`config.mk`:
```
export PLATFORM = sky130hd
export DESIGN_NAME = mole_hit_judge
export DESIGN_NICKNAME = d
export VERILOG_FILES = /design/src/rtl/mole_hit_judge.sv
export SDC_FILE = /design/constraint.sdc
export NUM_CORES = 1
export LEC_CHECK = 0
export CAP_MARGIN = 40
export CORE_MARGIN = 2
export CORE_UTILIZATION = 55
export CTS_BUF_LIST = sky130_fd_sc_hd__clkbuf_4 sky130_fd_sc_hd__clkbuf_8
export CTS_CLUSTER_SIZE = 25
export DETAILED_ROUTE_END_ITERATION = 10
export PLACE_DENSITY = 0.8
export SLEW_MARGIN = 30
export SYNTH_ARGS = -nofsm -noshare
export SYNTH_HDL_FRONTEND = slang
export SYNTH_SLANG_ARGS = --single-unit
```
`constraint.sdc`:
```
create_clock -name clock -period 2.5 [get_ports clock]
set_clock_uncertainty 0.05 [all_clocks]
set_input_delay 0.625 -clock clock [delete_from_list [all_inputs] [get_ports clock]]
set_output_delay 0.625 -clock clock [all_outputs]
set_load 0.02 [all_outputs]
```
`src/rtl/mole_hit_judge.sv`:
```
// Debounces three raw buttons and judges each press against the lit mole lines, keeping a saturating score.
// Press-to-output latency is 2 sync + DEBOUNCE_CYCLES + 1 cycles; there is no backpressure, and presses in IDLE/HELD are dropped.
module mole_hit_judge #(
    parameter int DEBOUNCE_CYCLES = 500000,
    parameter int CNT_W           = 20,
    parameter int SCORE_W         = 8
) (
    input  logic               clock,
    input  logic               resetn,
    input  logic               game,
    input  logic [2:0]         button,
    input  logic [2:0]         mole,
    output logic               turnoff,
    output logic [SCORE_W-1:0] score,
    output logic               hit,
    output logic               miss
);

    typedef enum logic [1:0] {
        ST_IDLE  = 2'd0,
        ST_ARMED = 2'd1,
        ST_HELD  = 2'd2
    } state_t;

    localparam logic [CNT_W-1:0]   LP_CNT_LAST  = CNT_W'(DEBOUNCE_CYCLES - 1);
    localparam logic [SCORE_W-1:0] LP_SCORE_MAX = {SCORE_W{1'b1}};

    logic [2:0]       r_sync1;
    logic [2:0]       r_sync2;
    logic [2:0]       r_deb;
    logic [2:0]       r_deb_d;
    logic [CNT_W-1:0] r_cnt [3];

    state_t             r_state;
    logic [SCORE_W-1:0] r_score;
    logic               r_turnoff;
    logic               r_hit;
    logic               r_miss;

    logic [2:0]         w_press;
    logic               w_hit_match;
    logic               w_any_press;
    logic               w_mole_lit;
    state_t             w_nxt_state;
    logic [SCORE_W-1:0] w_nxt_score;
    logic               w_nxt_hit;
    logic               w_nxt_miss;

    always_ff @(posedge clock or negedge resetn) begin
        if (!resetn) begin
            r_sync1 <= '0;
            r_sync2 <= '0;
        end else begin
            r_sync1 <= button;
            r_sync2 <= r_sync1;
        end
    end

    // The counter only advances while the synced level disagrees with the accepted one,
    // so any return to the accepted level restarts the stability window.
    always_ff @(posedge clock or negedge resetn) begin
        if (!resetn) begin
            r_deb   <= '0;
            r_deb_d <= '0;
            for (int i = 0; i < 3; i++) begin
                r_cnt[i] <= '0;
            end
        end else begin
            r_deb_d <= r_deb;
            for (int i = 0; i < 3; i++) begin
                if (r_sync2[i] == r_deb[i]) begin
                    r_cnt[i] <= '0;
                end else if (r_cnt[i] == LP_CNT_LAST) begin
                    r_deb[i] <= r_sync2[i];
                    r_cnt[i] <= '0;
                end else begin
                    r_cnt[i] <= r_cnt[i] + CNT_W'(1);
                end
            end
        end
    end

    assign w_press     = r_deb & ~r_deb_d;
    assign w_hit_match = |(w_press & mole);
    assign w_any_press = |w_press;
    assign w_mole_lit  = |mole;

    always_ff @(posedge clock or negedge resetn) begin
        if (!resetn) begin
            r_state   <= ST_IDLE;
            r_score   <= '0;
            r_turnoff <= 1'b0;
            r_hit     <= 1'b0;
            r_miss    <= 1'b0;
        end else begin
            r_state   <= w_nxt_state;
            r_score   <= w_nxt_score;
            r_turnoff <= (w_nxt_state == ST_HELD);
            r_hit     <= w_nxt_hit;
            r_miss    <= w_nxt_miss;
        end
    end

    // A matching press takes priority over any unmatched bits pressed in the same cycle.
    always_comb begin
        w_nxt_state = r_state;
        w_nxt_score = r_score;
        w_nxt_hit   = 1'b0;
        w_nxt_miss  = 1'b0;
        if (!game) begin
            w_nxt_state = ST_IDLE;
            w_nxt_score = '0;
        end else begin
            case (r_state)
                ST_IDLE: begin
                    w_nxt_score = '0;
                    w_nxt_state = ST_ARMED;
                end
                ST_ARMED: begin
                    if (w_hit_match) begin
                        w_nxt_hit   = 1'b1;
                        w_nxt_state = ST_HELD;
                        if (r_score != LP_SCORE_MAX) begin
                            w_nxt_score = r_score + SCORE_W'(1);
                        end
                    end else if (w_any_press && w_mole_lit) begin
                        w_nxt_miss = 1'b1;
                        if (r_score != '0) begin
                            w_nxt_score = r_score - SCORE_W'(1);
                        end
                    end
                end
                ST_HELD: begin
                    if (!w_mole_lit) begin
                        w_nxt_state = ST_ARMED;
                    end
                end
                default: begin
                    w_nxt_state = ST_IDLE;
                    w_nxt_score = '0;
                end
            endcase
        end
    end

    assign turnoff = r_turnoff;
    assign score   = r_score;
    assign hit     = r_hit;
    assign miss    = r_miss;

endmodule

```
After elaboration in Yosys (flattened, before gate mapping)

Cells that the tools add are included.

Input bits: 9
Flip-flop bits (word level): 85
Word-level logic and storage cells: 72

Add/subtract/negate cells: 5
Equality and inequality tests: 14
Muxes and demuxes: 23
Reduce and logical (&&, ||, !) cells: 10
Bitwise gates (word level): 6

Operators with widths:

| kind                                                                | number |
|---|---|
| 20-bit 2-to-1 mux                                                   | 6 |
| 20-bit by 1-bit adder with 20-bit output (second input constant)    | 3 |
| 20-bit by 19-bit == test with 1-bit output (second input constant)  | 3 |
| 8-bit 2-to-1 mux                                                    | 5 |
| 8-bit one-hot mux with 2 select lines                               | 1 |
| 4-bit inequality test (second input constant)                       | 3 |
| 3-bit OR reduction                                                  | 3 |
| 8-bit by 1-bit adder with 8-bit output (second input constant)      | 1 |
| 8-bit inequality test (second input constant)                       | 1 |
| 8-bit nonzero test                                                  | 1 |
| 8-bit by 1-bit subtractor with 8-bit output (second input constant) | 1 |
| 1-bit 2-to-1 mux                                                    | 7 |
| 3-bit bitwise AND                                                   | 2 |
| 2-bit 2-to-1 mux                                                    | 3 |
| 2-bit one-hot mux with 3 select lines                               | 1 |
| 2-bit AND reduction                                                 | 3 |
| 2-bit == test (second input constant)                               | 2 |
| 4-bit AND reduction                                                 | 1 |
| 1-bit == test                                                       | 3 |
| 1-bit inverter                                                      | 3 |
| 3-bit inverter                                                      | 1 |
| 2-bit by 1-bit == test with 1-bit output (second input constant)    | 1 |
| 2-bit zero test                                                     | 1 |
| 2-bit inequality test (second input constant)                       | 1 |
| 1-bit logical AND                                                   | 1 |

Longest topological paths before layout

Depth after elaboration: 8
Depth in mapped cells: 10
Mapped depth without buffers: 10

Least setup slack after synthesis

OpenSTA, ideal clock, no wires.

Kind: input to register
From: in mole[0]
To: reg r_score[7] (netlist: score[7])
Buffers on the path: 0
Arrival time: 2.541 ns
Slack: -0.173 ns
Library setup time: 0.083 ns
Cell stages on the path: 9
Cell sequence: nand3b_1 -> nand3_2 -> clkinv_1 -> ha_1 -> a211o_1 -> a311oi_1 -> a21oi_1 -> or4_1 -> o21ai_0

Cells in the longest elaborated chain, start to end: 5

RTL lines:

| element                               | RTL line | source |
|---|---|---|
| from (decl)                           | 12       | `input logic [2:0] mole,` |
| 3-bit bitwise AND                     | 84       | `assign w_hit_match = \|(w_press & mole);` |
| 3-bit OR reduction                    | 84       |  |
| 8-bit 2-to-1 mux                      | 120      | `if (w_hit_match) begin` |
| 8-bit one-hot mux with 2 select lines | 114      | `case (r_state)` |
| 8-bit 2-to-1 mux                      | 110      | `if (!game) begin` |
| to (signal assigned)                  | 97       | `r_score <= w_nxt_score;` |
| to (decl)                             | 35       | `logic [SCORE_W-1:0] r_score;` |

Several ways; a longest one is shown, not always the timed one.
A chain may end at the register's enable or synchronous reset.

Final worst setup path

From: in mole[0]
To: reg r_score[6] (netlist: score[6])

The elaborated chain is that of the path after synthesis.

==> flow_summary.json <==
{
  "swShare": 0.255,
  "cts_hold_buf": 0,
  "place_congestion": 0.820,
  "seq_area_frac_synth": 0.520,
  "dominantRegCellSynth": "dfrtp_1",
  "htree_levels": 3,
  "drt_iter0_markers": 170,
  "final.setup.tns_ps": 0,
  "ir_drop_mv": 0.288,
  "rows": 31,
  "synth_fa_ha_area_frac": 0.0214,
  "synth_compound_area_frac": 0.0639,
  "dieWidth_um": 90.2,
  "port-buffer-count": 19,
  "layout_commonest_cell": "dfrtp_1",
  "post-route-drc-count": 0,
  "synthCells": 419,
  "cap_violations": 0,
  "slew_headroom": 0.727,
  "clk_latency_ps": 350,
  "worst_slack_ps": 63.7,
  "netlist_area_um2": 4090,
  "syn_to_final_growth_pct": 18.7,
  "overflow": 0,
  "synth_xor_area_frac": 0.113,
  "critPathBufInv": 2,
  "setup_viol": 0,
  "required_ps": 2680,
  "initial_core_util": 0.567,
  "switchingPower_w": 0.000710,
  "leakagePower_nw": 2.12,
  "n_antenna_cell": 0,
  "clockPowerShare": 0.361,
  "antenna_found_initial": 0,
  "synth_nets": 435,
  "fin_hold_ws_ps": 94.8,
  "placed_cells": 549,
  "track_usage": 0.207,
  "dpl.hpwl_um": 5270,
  "synth_edf_count": 0,
  "pre_cts_ws_ps": -503,
  "clkTransAtPathRegs_ps": 90,
  "finalCriticalPeriod_ps": 2440,
  "via_count": 3162,
  "cpPeakStageDelay_ps": 270,
  "p_per_area_nw_per_um2": 575,
  "power.internal_w": 0.00208,
  "yosys_warnings": 0,
  "avgSynthCellArea_um2": 9.76,
  "nFillCells": 563,
  "numCtsBuffers": 9,
  "grt_pass1_vias": 3080,
  "wl_um": 7920,
  "synth_top_family_by_area": "simple AND/OR/NAND/NOR gates",
  "path_class": "input pin to flip-flop",
  "clkSinkCount": 85,
  "fin_cells": 574,
  "muxShareOfSynthArea": 0.0107,
  "cts_buffer_depth": 2,
  "status": "finished clean",
  "cts_root_buffer": "clkbuf_8",
  "grt_max_degree": 43,
  "critPathLaunchType": "input pin",
  "coreArea_um2": 7210,
  "worstPathArrival_ps": 2620,
  "cts_tree": "done",
  "clock.fmax_ghz": 0.410,
  "grt_pass1_wl_um": 13900,
  "crit_fanout": 4,
  "fp.dieH_um": 90.2,
  "synth_cell_types": 44,
  "yosys.area_share.simple": 0.249,
  "firstDrtPassIters": 4,
  "async_flop_share": 1.00,
  "cpMaxStageDelayCell": "a31o_2",
  "seq_power_share": 0.518,
  "viasPerCell": 5.51,
  "io_pins": 20,
  "worst_pin_slew_ps": 408,
  "avgRoutedWirePerCell_um": 13.8,
  "ys_ff_latch": 85,
  "drive_above_1_share": 0.133,
  "worstPathCellList": "dlygate4sd2_1, nand3b_1, nand3_4, buf_4, xnor2_1, ha_2, a31o_2, a31oi_4, o2bb2ai_2, a21oi_2, xor2_1, o21ai_0",
  "cpLargestDelayFamily": "compound AO/OA/AOI/OAI gates",
  "layout_common_cells": "85 x dfrtp_1, 72 x nor2_1, 35 x nand2_1, 30 x xor2_1, 30 x buf_4",
  "endpoint_kind": "flip-flop",
  "hp-class": "input pin to async pin",
  "finalCritPeriodShare": 0.975,
  "dieArea_um2": 8140,
  "slew_viol_final": 0,
  "hold_viol": 0,
  "ant_nets": 0,
  "rsz0062_at_grt": "false",
  "comb_power_share": 0.121,
  "nNetsFinal": 486
}
## cells in the mapped netlist, types with 5 or more instances
cell | n | area (µm²)
nor2_1 | 72 | 270
inv_1 | 10 | 37.5
nand2_1 | 35 | 131
nor2b_1 | 5 | 31.3
nor3_1 | 8 | 40.0
xor2_1 | 30 | 263
and3_1 | 8 | 50.1
ha_1 | 7 | 87.6
nor4_1 | 5 | 31.3
xnor2_1 | 23 | 201
nand4_1 | 15 | 93.8
dfrtp_1 | 85 | 2130
a21oi_1 | 15 | 75.1
o21ai_0 | 15 | 75.1
or3_1 | 10 | 62.6
nand3_1 | 24 | 120
## routing by layer
layer / part of all wire / up-vias / global-route usage
met5: 0 / - / 0
met4: 0.022 / 0 / 0.0795
li1: - / 1541 / -
met1: 0.46 / 1536 / 0.283
met3: 0.039 / 20 / 0.0427
met2: 0.48 / 65 / 0.328
## cell type report
type | instances | area (µm²) | share of cell area
clock buffers | 11 | 151 | 0.0312
clock inverters | 5 | 58.8 | 0.0121
inverters | 11 | 46.3 | 0.00954
multi-input cells | 314 | 1930 | 0.397
flip-flops and latches | 85 | 2130 | 0.438
well taps | 99 | 124 | 0.0255
repair buffers | 49 | 422 | 0.0869
## stage by stage
stage                     total power [W]  cell area [µm²]   util
after floorplan                   0.00166             4110      -
after global placement            0.00179             4550  0.630
after detailed placement          0.00179             4550  0.630
after CTS                         0.00280             4840  0.672
after global routing              0.00292             4850  0.673
final                             0.00279             4850  0.673
## state kept, by name (all words and copies together), names as in the netlist
name,cells
turnoff,1
miss,1
r_deb_d,3
r_deb,3
score,8
r_state,2
hit,1
r_sync1,3
r_cnt,60
r_sync2,3
## what timing repair did
item / in CTS / in global routing
setup endpoints to repair: 2 / 1
buffers inserted: 9 / 0
pin swaps: 5 / 3
resized for setup: 8 / 2
## cell families after synthesis
family / Yosys count
AOI/OAI and AO/OA: 44
xor gates and xnor gates: 53
adders and majority gates: 7
buffers and inverters: 20
DFF: 85
muxes: 4
and+or+nand+nor: 206
## power by group through the flow
stage | Clock [W] | Sequential [W] | Combinational (W)
final | 0.00101 | 0.00145 | 0.000337
after global placement | 0 | 0.00147 | 0.000316
after CTS | 0.00103 | 0.00145 | 0.000326
after floorplan | 0 | 0.00148 | 0.000173
after global routing | 0.00109 | 0.00145 | 0.000370
after detailed placement | 0 | 0.00147 | 0.000319
## worst paths after layout
path / from / to / slack (ps) / cells past startpoint
max: mole[0] / score[6] / 60 / 12
min: resetn / r_cnt[17] / 90 / 1
max reg2reg: r_deb[0] / score[6] / 160 / 11
min reg2reg: r_sync1[0] / r_sync2[0] / 300 / 0
max in group asynchronous: resetn / r_cnt[10] / 1710 / 2
min in group clock: r_sync1[0] / r_sync2[0] / 300 / 0
Power figures use the tool's default switching activity.
